**src/rtl/swc_pump_pkg.sv**
```systemverilog
// Defaults and FSM state encoding shared by the packet memory write and read pumps.
package swc_pump_pkg;

  localparam int DEF_PAGE_ADDR_BITS = 10;
  localparam int DEF_DATA_WIDTH     = 32;
  localparam int DEF_MULTIPLY       = 16;

  localparam logic [0:0] ST_FILL      = 1'b0;
  localparam logic [0:0] ST_WAIT_SYNC = 1'b1;

  // Word counter width; never collapses to zero bits for a one-word line.
  function automatic int cnt_width(input int n);
    return (n > 1) ? $clog2(n) : 1;
  endfunction

endpackage

```
**src/rtl/swc_packet_mem_write_pump.sv**
```systemverilog
// Packs MULTIPLY input words into one wide memory line and writes it out in the
// next rotating sync slot; word 0 occupies the most significant lane.
module swc_packet_mem_write_pump
  import swc_pump_pkg::*;
#(
  parameter int PAGE_ADDR_BITS = DEF_PAGE_ADDR_BITS,
  parameter int DATA_WIDTH     = DEF_DATA_WIDTH,
  parameter int MULTIPLY       = DEF_MULTIPLY
) (
  input  logic                           clk_i,
  input  logic                           rst_i,
  input  logic [PAGE_ADDR_BITS-1:0]      pgaddr_i,
  input  logic                           pgreq_i,
  input  logic [DATA_WIDTH-1:0]          d_i,
  input  logic                           drdy_i,
  input  logic                           flush_i,
  output logic                           full_o,
  input  logic                           sync_i,
  output logic                           we_o,
  output logic [PAGE_ADDR_BITS-1:0]      addr_o,
  output logic [DATA_WIDTH*MULTIPLY-1:0] q_o,
  output logic                           pgend_o
);

  localparam int CNT_W  = cnt_width(MULTIPLY);
  localparam int LINE_W = DATA_WIDTH * MULTIPLY;
  localparam logic [CNT_W-1:0] CNT_LAST = CNT_W'(MULTIPLY - 1);

  logic [0:0]                state_reg, state_next;
  logic [CNT_W-1:0]          cnt_reg, cnt_next;
  logic [LINE_W-1:0]         line_reg, line_next;
  logic [PAGE_ADDR_BITS-1:0] page_reg;
  logic [PAGE_ADDR_BITS-1:0] addr_reg, addr_next;
  logic                      full_reg;
  logic                      pgend_reg;
  logic                      accept;
  logic                      close_line;
  logic                      commit;

  assign accept = (state_reg == ST_FILL) && drdy_i;
  // A flush only closes the line if it holds at least one word, counting one arriving now.
  assign close_line = (state_reg == ST_FILL) &&
                      ((accept && (cnt_reg == CNT_LAST)) ||
                       (flush_i && (accept || (cnt_reg != '0))));
  assign commit = (state_reg == ST_WAIT_SYNC) && sync_i;

  always_comb begin
    state_next = state_reg;
    cnt_next   = cnt_reg;
    line_next  = line_reg;
    addr_next  = addr_reg;
    if (commit) begin
      state_next = ST_FILL;
      cnt_next   = '0;
      line_next  = '0;
    end else begin
      if (accept) begin
        for (int k = 0; k < MULTIPLY; k++) begin
          if (cnt_reg == CNT_W'(k)) begin
            line_next[DATA_WIDTH*(MULTIPLY-k)-1 -: DATA_WIDTH] = d_i;
          end
        end
        cnt_next = (cnt_reg == CNT_LAST) ? '0 : cnt_reg + CNT_W'(1);
      end
      if (close_line) begin
        state_next = ST_WAIT_SYNC;
        cnt_next   = '0;
        addr_next  = page_reg;
      end
    end
  end

  always_ff @(posedge clk_i or posedge rst_i) begin
    if (rst_i) begin
      state_reg <= ST_FILL;
      cnt_reg   <= '0;
      line_reg  <= '0;
      page_reg  <= '0;
      addr_reg  <= '0;
      full_reg  <= 1'b0;
      pgend_reg <= 1'b0;
    end else begin
      state_reg <= state_next;
      cnt_reg   <= cnt_next;
      line_reg  <= line_next;
      addr_reg  <= addr_next;
      full_reg  <= (state_next == ST_WAIT_SYNC);
      pgend_reg <= commit;
      if (pgreq_i) begin
        page_reg <= pgaddr_i;
      end
    end
  end

  assign full_o  = full_reg;
  assign we_o    = commit;
  assign addr_o  = addr_reg;
  assign q_o     = line_reg;
  assign pgend_o = pgend_reg;

endmodule

```
**config.mk**
```make
export PLATFORM = sky130hd
export DESIGN_NAME = swc_packet_mem_write_pump
export DESIGN_NICKNAME = d
export VERILOG_FILES = /design/src/rtl/swc_pump_pkg.sv /design/src/rtl/swc_packet_mem_write_pump.sv
export SDC_FILE = /design/constraint.sdc
export NUM_CORES = 1
export LEC_CHECK = 0
export ABC_AREA = 1
export CAP_MARGIN = 10
export CORE_MARGIN = 10
export CORE_UTILIZATION = 35
export DETAILED_ROUTE_END_ITERATION = 12
export PLACE_DENSITY_LB_ADDON = 0.08
export SYNTH_ARGS = -nofsm -noshare
export SYNTH_HDL_FRONTEND = slang
export SYNTH_SLANG_ARGS = --single-unit
```
**constraint.sdc**
```tcl
create_clock -name clk_i -period 17.8 [get_ports clk_i]
set_input_delay 2.67 -clock clk_i [delete_from_list [all_inputs] [get_ports clk_i]]
set_output_delay 2.67 -clock clk_i [all_outputs]
set_load 0.005 [all_outputs]
```
Word-level counts from Yosys, hierarchy flattened

Index checks and enable logic that the tools add are counted.

Register bits: 538
Input port bits: 48
Output and inout port bits: 525
Word-level logic and storage cells: 108

Add/sub/neg operators: 1
Equality and inequality tests: 15
Mux-type cells: 24
Bitwise operators: 2
Reductions and logical operators: 45

Operator list:

| kind                | count |
|---|---|
| $mux 512            | 2 |
| $mux 32             | 16 |
| $reduce_bool 2->1   | 18 |
| $reduce_and 2->1    | 17 |
| $eq 4x4->1 const B  | 8 |
| $eq 4x3->1 const B  | 4 |
| $mux 4              | 4 |
| $eq 4x2->1 const B  | 2 |
| $logic_and 1x1->1   | 5 |
| $add 4x1->4 const B | 1 |
| $eq 4x1->1 const B  | 1 |
| $logic_not 4->1     | 1 |
| $reduce_bool 4->1   | 1 |
| $reduce_bool 3->1   | 1 |
| $logic_or 1x1->1    | 2 |
| $mux 1              | 2 |
| $not 1->1           | 2 |

Longest topological paths before layout

Gate-level depths: netlist of the first run.

Word-level depth: 8
Mapped depth: 10
Gate-level depth less buffers: 8

Least setup slack after synthesis of the first run

OpenSTA, ideal clock, no wires.

Path type: input -> output
Start point: input sync_i
End point: output we_o
Data arrival time: 3.068 ns
Data required time: 15.130 ns
Slack: 12.062 ns
Stages: 3
Buffers on the path: 1
Path through: nand2_2 inv_2 buf_6

Word-level cells in the longest chain between the ends: 1

Ends and longest elaborated chain:

| element            | RTL line                        | text |
|---|---|---|
| start: declaration | swc_packet_mem_write_pump.sv:18 | `input logic sync_i,` |
| $logic_and 1x1->1  | swc_packet_mem_write_pump.sv:45 | `assign commit = (state_reg == ST_WAIT_SYNC) && sync_i;` |
| end: declaration   | swc_packet_mem_write_pump.sv:19 | `output logic we_o,` |

No other way between the ends.

Worst setup path after layout of the first run

Ends and elaborated chain as after synthesis.

==> metrics.txt, run 1 <==
status=completed; setup slack after layout=10180 ps; highest clock rate=0.1312 GHz; nets=2992; total CTS buffers=60; maxcap violations=0; post-synth top area share=0.6201; slowest cell on the critical path=inv_2; Slew @ Worst Pin=1321 ps; Setup Buffers After CTS=0; Setup Skew=28.49 ps; synth warn=0; fin crit period=7620 ps; synthesized area=0.02171 mm²; switching part of the total power=0.3397; Die Area=0.07239 mm²; WP data required=15130 ps; pins over their slew limit=0; cts hold-fix bufs=0; Final ANT Viol Nets=0; sequential share of the synthesized area=0.6201; largest net degree at the start of global routing=194; Util after Layout=0.4872; Critical Path AT=4950 ps; Placeable Area=0.06160 mm²; type of the worst min-delay path=reg -> reg; Net Count, Synth=2504; CTS tree=built; top cells by area, synth=dfrtp_1 (62%), nand2_1 (18%), nand3_1 (11%); Placement Cell Area=0.02798 mm²; Clock power frac=0.264; share of cells above drive strength 1=0.06932; Post-Synthesis Cells=2452; global-route wire length before repair=132800 µm; Setup violations, final=0; GRT Residual Overflow=0; post-synth top area cell=dfrtp_1; Hold Vio Cnt, Final=0; Vias/cell=4.986; Initial Utilization=0.3524; CP max FO=89; Pint=3.162 mW; Iter 0 DRT Violations=1519; setup TNS=0 ps; RR Startpoint=full_o; Worst VDD drop=89.75 µV; syn avg cell area=8.854 µm²; Synth cell types=22; GP Congestion=0.8188; Cell Count, Final, Fillers Out=3824; Setup Crit Path Kind=in -> out; placed insts=3714; Die Wd=269.1 µm; clk sinks=538; reg2reg setup slack=14470 ps; Worst setup EP type=primary output; design area=0.03001 mm²; post-synthesis register bit count=538; dpl ws=10200 ps; final period utilization=0.4281; Post-CTS Resized=0; CTS clk-pin slew, worst paths=50 ps; Power Total=4.788 mW; sequential share of power=0.382; max_slew headroom=0.1181; Pre-antenna DRT Iters=5; IO Pins=573; Power Density=159.6 mW/mm²; Die Y=269.1 µm; Crit path largest cell delay=630 ps; max reg flops=512; critical-path cell list=clkdlybuf4s50_1 > nand2_8 > inv_2 > clkdlybuf4s50_1; clock root cell=clkbuf_16; DR WL/cell=24.09 µm; CP endpoint=we_o; Max clock buf depth=3; RSZ-0062 raised after global routing=false; static leakage=15.20 nW; Worst setup startpoint=sync_i; startpoint types=input pin; detailed-route DRC error count=0; Cell Rows=91; vias in the first global route=18760; initial antenna violation count=2; area growth from synthesis to layout=38.23%; port bufs=572; reg-to-reg endpoint=q_o[224]; Critical Path Most Common Cell=clkdlybuf4s50_1; Post-DP HPWL=60900 µm; number of H-tree levels=2; WHS=470.7 ps; Gate power share=0.354; final WL=92130 µm; Tot GR Track Use=0.2481; Worst Reg-to-Reg Cells=6; Vias=19070; Switching Power=1.627 mW; Clock Latency Late Sink=630 ps
[cell usage in the layout, fill, tap and decap left out, types with 2 or more instances in the layout]
master	n
a21oi_1	2
buf_12	2
buf_4	38
bufinv_16	4
clkbuf_1	13
clkbuf_16	61
clkbuf_8	17
clkdlybuf4s50_1	572
clkinv_2	11
dfrtp_1	538
ha_1	4
inv_1	76
inv_2	13
inv_6	2
mux2_2	10
nand2_1	1065
nand2_2	5
nand3_1	464
nor2_1	10
nor2_2	31
nor2_4	8
o21ai_0	26
o21ai_1	8
[layout make-up]
type,instances,area (µm²)
sequential,538,13460
multi-input combinational,1637,7071
fill,5852,31590
antenna,1,2.502
tap,837,1047
clock buffer,91,1809
inverter,90,345.3
clock inverter,17,192.7
timing repair buffer,613,6078
[power by group through the flow]
stage / Sequential, mW / Combinational (mW) / Clock (mW)
3_5_place_dp: 1.84 / 1.71 / 0
4_1_cts: 1.83 / 1.72 / 1.29
2_1_floorplan: 1.82 / 0.597 / 0
3_3_place_gp: 1.84 / 1.69 / 0
5_1_grt: 1.87 / 1.84 / 1.34
6_report: 1.83 / 1.70 / 1.26
[cells by family after synthesis]
family          share of synthesized area
compound gates                   0.009049
simple gates                       0.3066
flops                              0.6201
mux                              0.005187
xor+xnor                        0.0004035
buf+inv                           0.05631
fa+ha+maj                        0.002305
[cell usage after synthesis, drive strengths merged]
cell type  instances
dfrtp            538
o21ai             35
inv               90
buf              137
mux2              10
nand3            465
clkbuf            50
nor2              49
ha                 4
nand2           1071
xor2               1
a21oi              2
[worst max-delay path, delay by kind of cell]
| kind | cells | cell delay [ps] |
|---|---|---|
| buf+inv | 3 | 1840 |
| simple gates | 1 | 340 |
[worst min-delay path by stage]
stage	start	to	slack (ps)	cells after the start
final	addr_o[3]	addr_o[3]	470	2
after CTS	addr_o[3]	addr_o[3]	470	2
after floorplan	addr_o[0]	addr_o[0]	470	2
after detailed placement	addr_o[3]	addr_o[3]	460	2
after global routing	addr_o[1]	addr_o[1]	500	2
after global placement	addr_o[6]	addr_o[6]	460	2
[routing by layer]
metal | share of wire | global-route usage | up-vias
met5 | 0.00014 | 0 | -
met3 | 0.084 | 0.07294 | 160
met2 | 0.48 | 0.4018 | 736
li1 | - | - | 8680
met4 | 0.041 | 0.1008 | 2
met1 | 0.40 | 0.3067 | 9488
No activity file was read; power rests on OpenSTA's default activity.
==> run 2, diff against run 1 <==
==> constraint.sdc (replaced) <==
create_clock -name clk_i -period 6.9 [get_ports clk_i]
set_input_delay 1.035 -clock clk_i [delete_from_list [all_inputs] [get_ports clk_i]]
set_output_delay 1.035 -clock clk_i [all_outputs]
set_load 0.005 [all_outputs]
==> metrics.txt, run 2 (same netlist as run 1, synthesis figures left out) <==
Vias=19010; maxcap violations=0; share of cells above drive strength 1=0.06923; IO Pins=573; number of H-tree levels=2; WHS=475.3 ps; Die Wd=269.1 µm; status=completed; global-route wire length before repair=132900 µm; startpoint types=input pin; Slew @ Worst Pin=1313 ps; detailed-route DRC error count=0; Post-CTS Resized=0; largest net degree at the start of global routing=188; Initial Utilization=0.3524; area occupied by multi-input gates=0.007076 mm²; Worst setup EP type=primary output; initial antenna violation count=0; most frequent cells in the layout=nand2_1 (1065), clkdlybuf4s50_1 (572), dfrtp_1 (538), nand3_1 (464), inv_1 (76); Worst VDD drop=232.5 µV; highest clock rate=0.2573 GHz; placed insts=3720; fin crit period=3886 ps; Setup Crit Path Kind=in -> out; Vias/cell=4.968; DR WL/cell=24.18 µm; Reg area=0.01346 mm²; GRT Residual Overflow=0; CP max FO=95; Clock Latency Late Sink=620 ps; Setup violations, final=0; max_slew headroom=0.1239; Post-DP HPWL=62100 µm; final WL=92530 µm; Iter 0 DRT Violations=1783; CTS tree=built; Power Density=408.6 mW/mm²; area growth from synthesis to layout=38.27%; Max clock buf depth=3; clk sinks=538; Placeable Area=0.06160 mm²; Cell Count, Final, Fillers Out=3827; final period utilization=0.5633; pins over their slew limit=0; Final ANT Viol Nets=0; RSZ-0062 raised after global routing=false; Hold Vio Cnt, Final=0; static leakage=15.19 nW; commonest non-fill, non-tap cell in the layout=nand2_1; Placement Cell Area=0.02809 mm²; Setup Buffers After CTS=0; Die Y=269.1 µm; port bufs=572; CTS clk-pin slew, worst paths=60 ps; type of the worst min-delay path=reg -> reg; Critical Path AT=2850 ps; max reg flops=512; Pre-antenna DRT Iters=5; Die Area=0.07239 mm²; total CTS buffers=58; cts hold-fix bufs=0; # diodes=0; Setup Skew=18.37 ps; Tot GR Track Use=0.2482; clock root cell=clkbuf_16; nets=2996; Util after Layout=0.4873; GP Congestion=0.8221; WP data required=5860 ps; Cell Rows=91; fill cell count=5862; design area=0.03002 mm²; vias in the first global route=18660
run 2: path summary, 6_finish.rpt:
check | from | depth (start not counted) | end | slack, ps
worst max register to register | full_o | 6 | q_o[220] | 3710
min in group asynchronous | rst_i | 2 | q_o[46] | 980
max in group asynchronous | rst_i | 3 | q_o[32] | 4370
worst max-delay path | sync_i | 4 | we_o | 3010
worst min register to register | addr_o[6] | 2 | addr_o[6] | 480
worst min-delay path | addr_o[6] | 2 | addr_o[6] | 480
run 2: layer usage:
metal	part of all wire	GRT usage	wire length [µm]
met3	0.086	0.06938	7961
met2	0.49	0.4093	44920
met5	0	0	0
met1	0.39	0.3065	36360
met4	0.036	0.09124	3295
run 2: cell type report:
class | instances | share of cell area
clock buffers | 97 | 0.06094
clock inverters | 9 | 0.002459
inverters | 90 | 0.01138
multi-input cells | 1637 | 0.2357
flip-flops and latches | 538 | 0.4485
well taps | 837 | 0.03489
repair buffers | 619 | 0.2062
run 2: stage by stage:
| stage | total power [mW] | setup TNS, ps | setup WS, ps |
|---|---|---|---|
| 6_report | 12.26 | 0 | 3014 |
| 5_1_grt | 12.93 | 0 | 2924 |
| 4_1_cts | 12.39 | 0 | 3008 |
| 3_5_place_dp | 9.212 | 0 | 2728 |
| 3_3_place_gp | 9.142 | 0 | 2751 |
| 2_1_floorplan | 6.245 | -780640 | -1451 |
run 2: report_power, final:
| part | leakage [nW] | internal, mW | switching [mW] |
|---|---|---|---|
| Clock | 0.944 | 1.83 | 1.31 |
| Combinational | 7.18 | 2.14 | 2.24 |
| Sequential | 7.07 | 4.10 | 0.653 |
| Total | 15.2 | 8.06 | 4.20 |
run 2: worst max-delay path, stage by stage:
cell,delay (ps)
clkdlybuf4s50_1,570
nand2_8,370
inv_2,170
clkdlybuf4s50_1,640
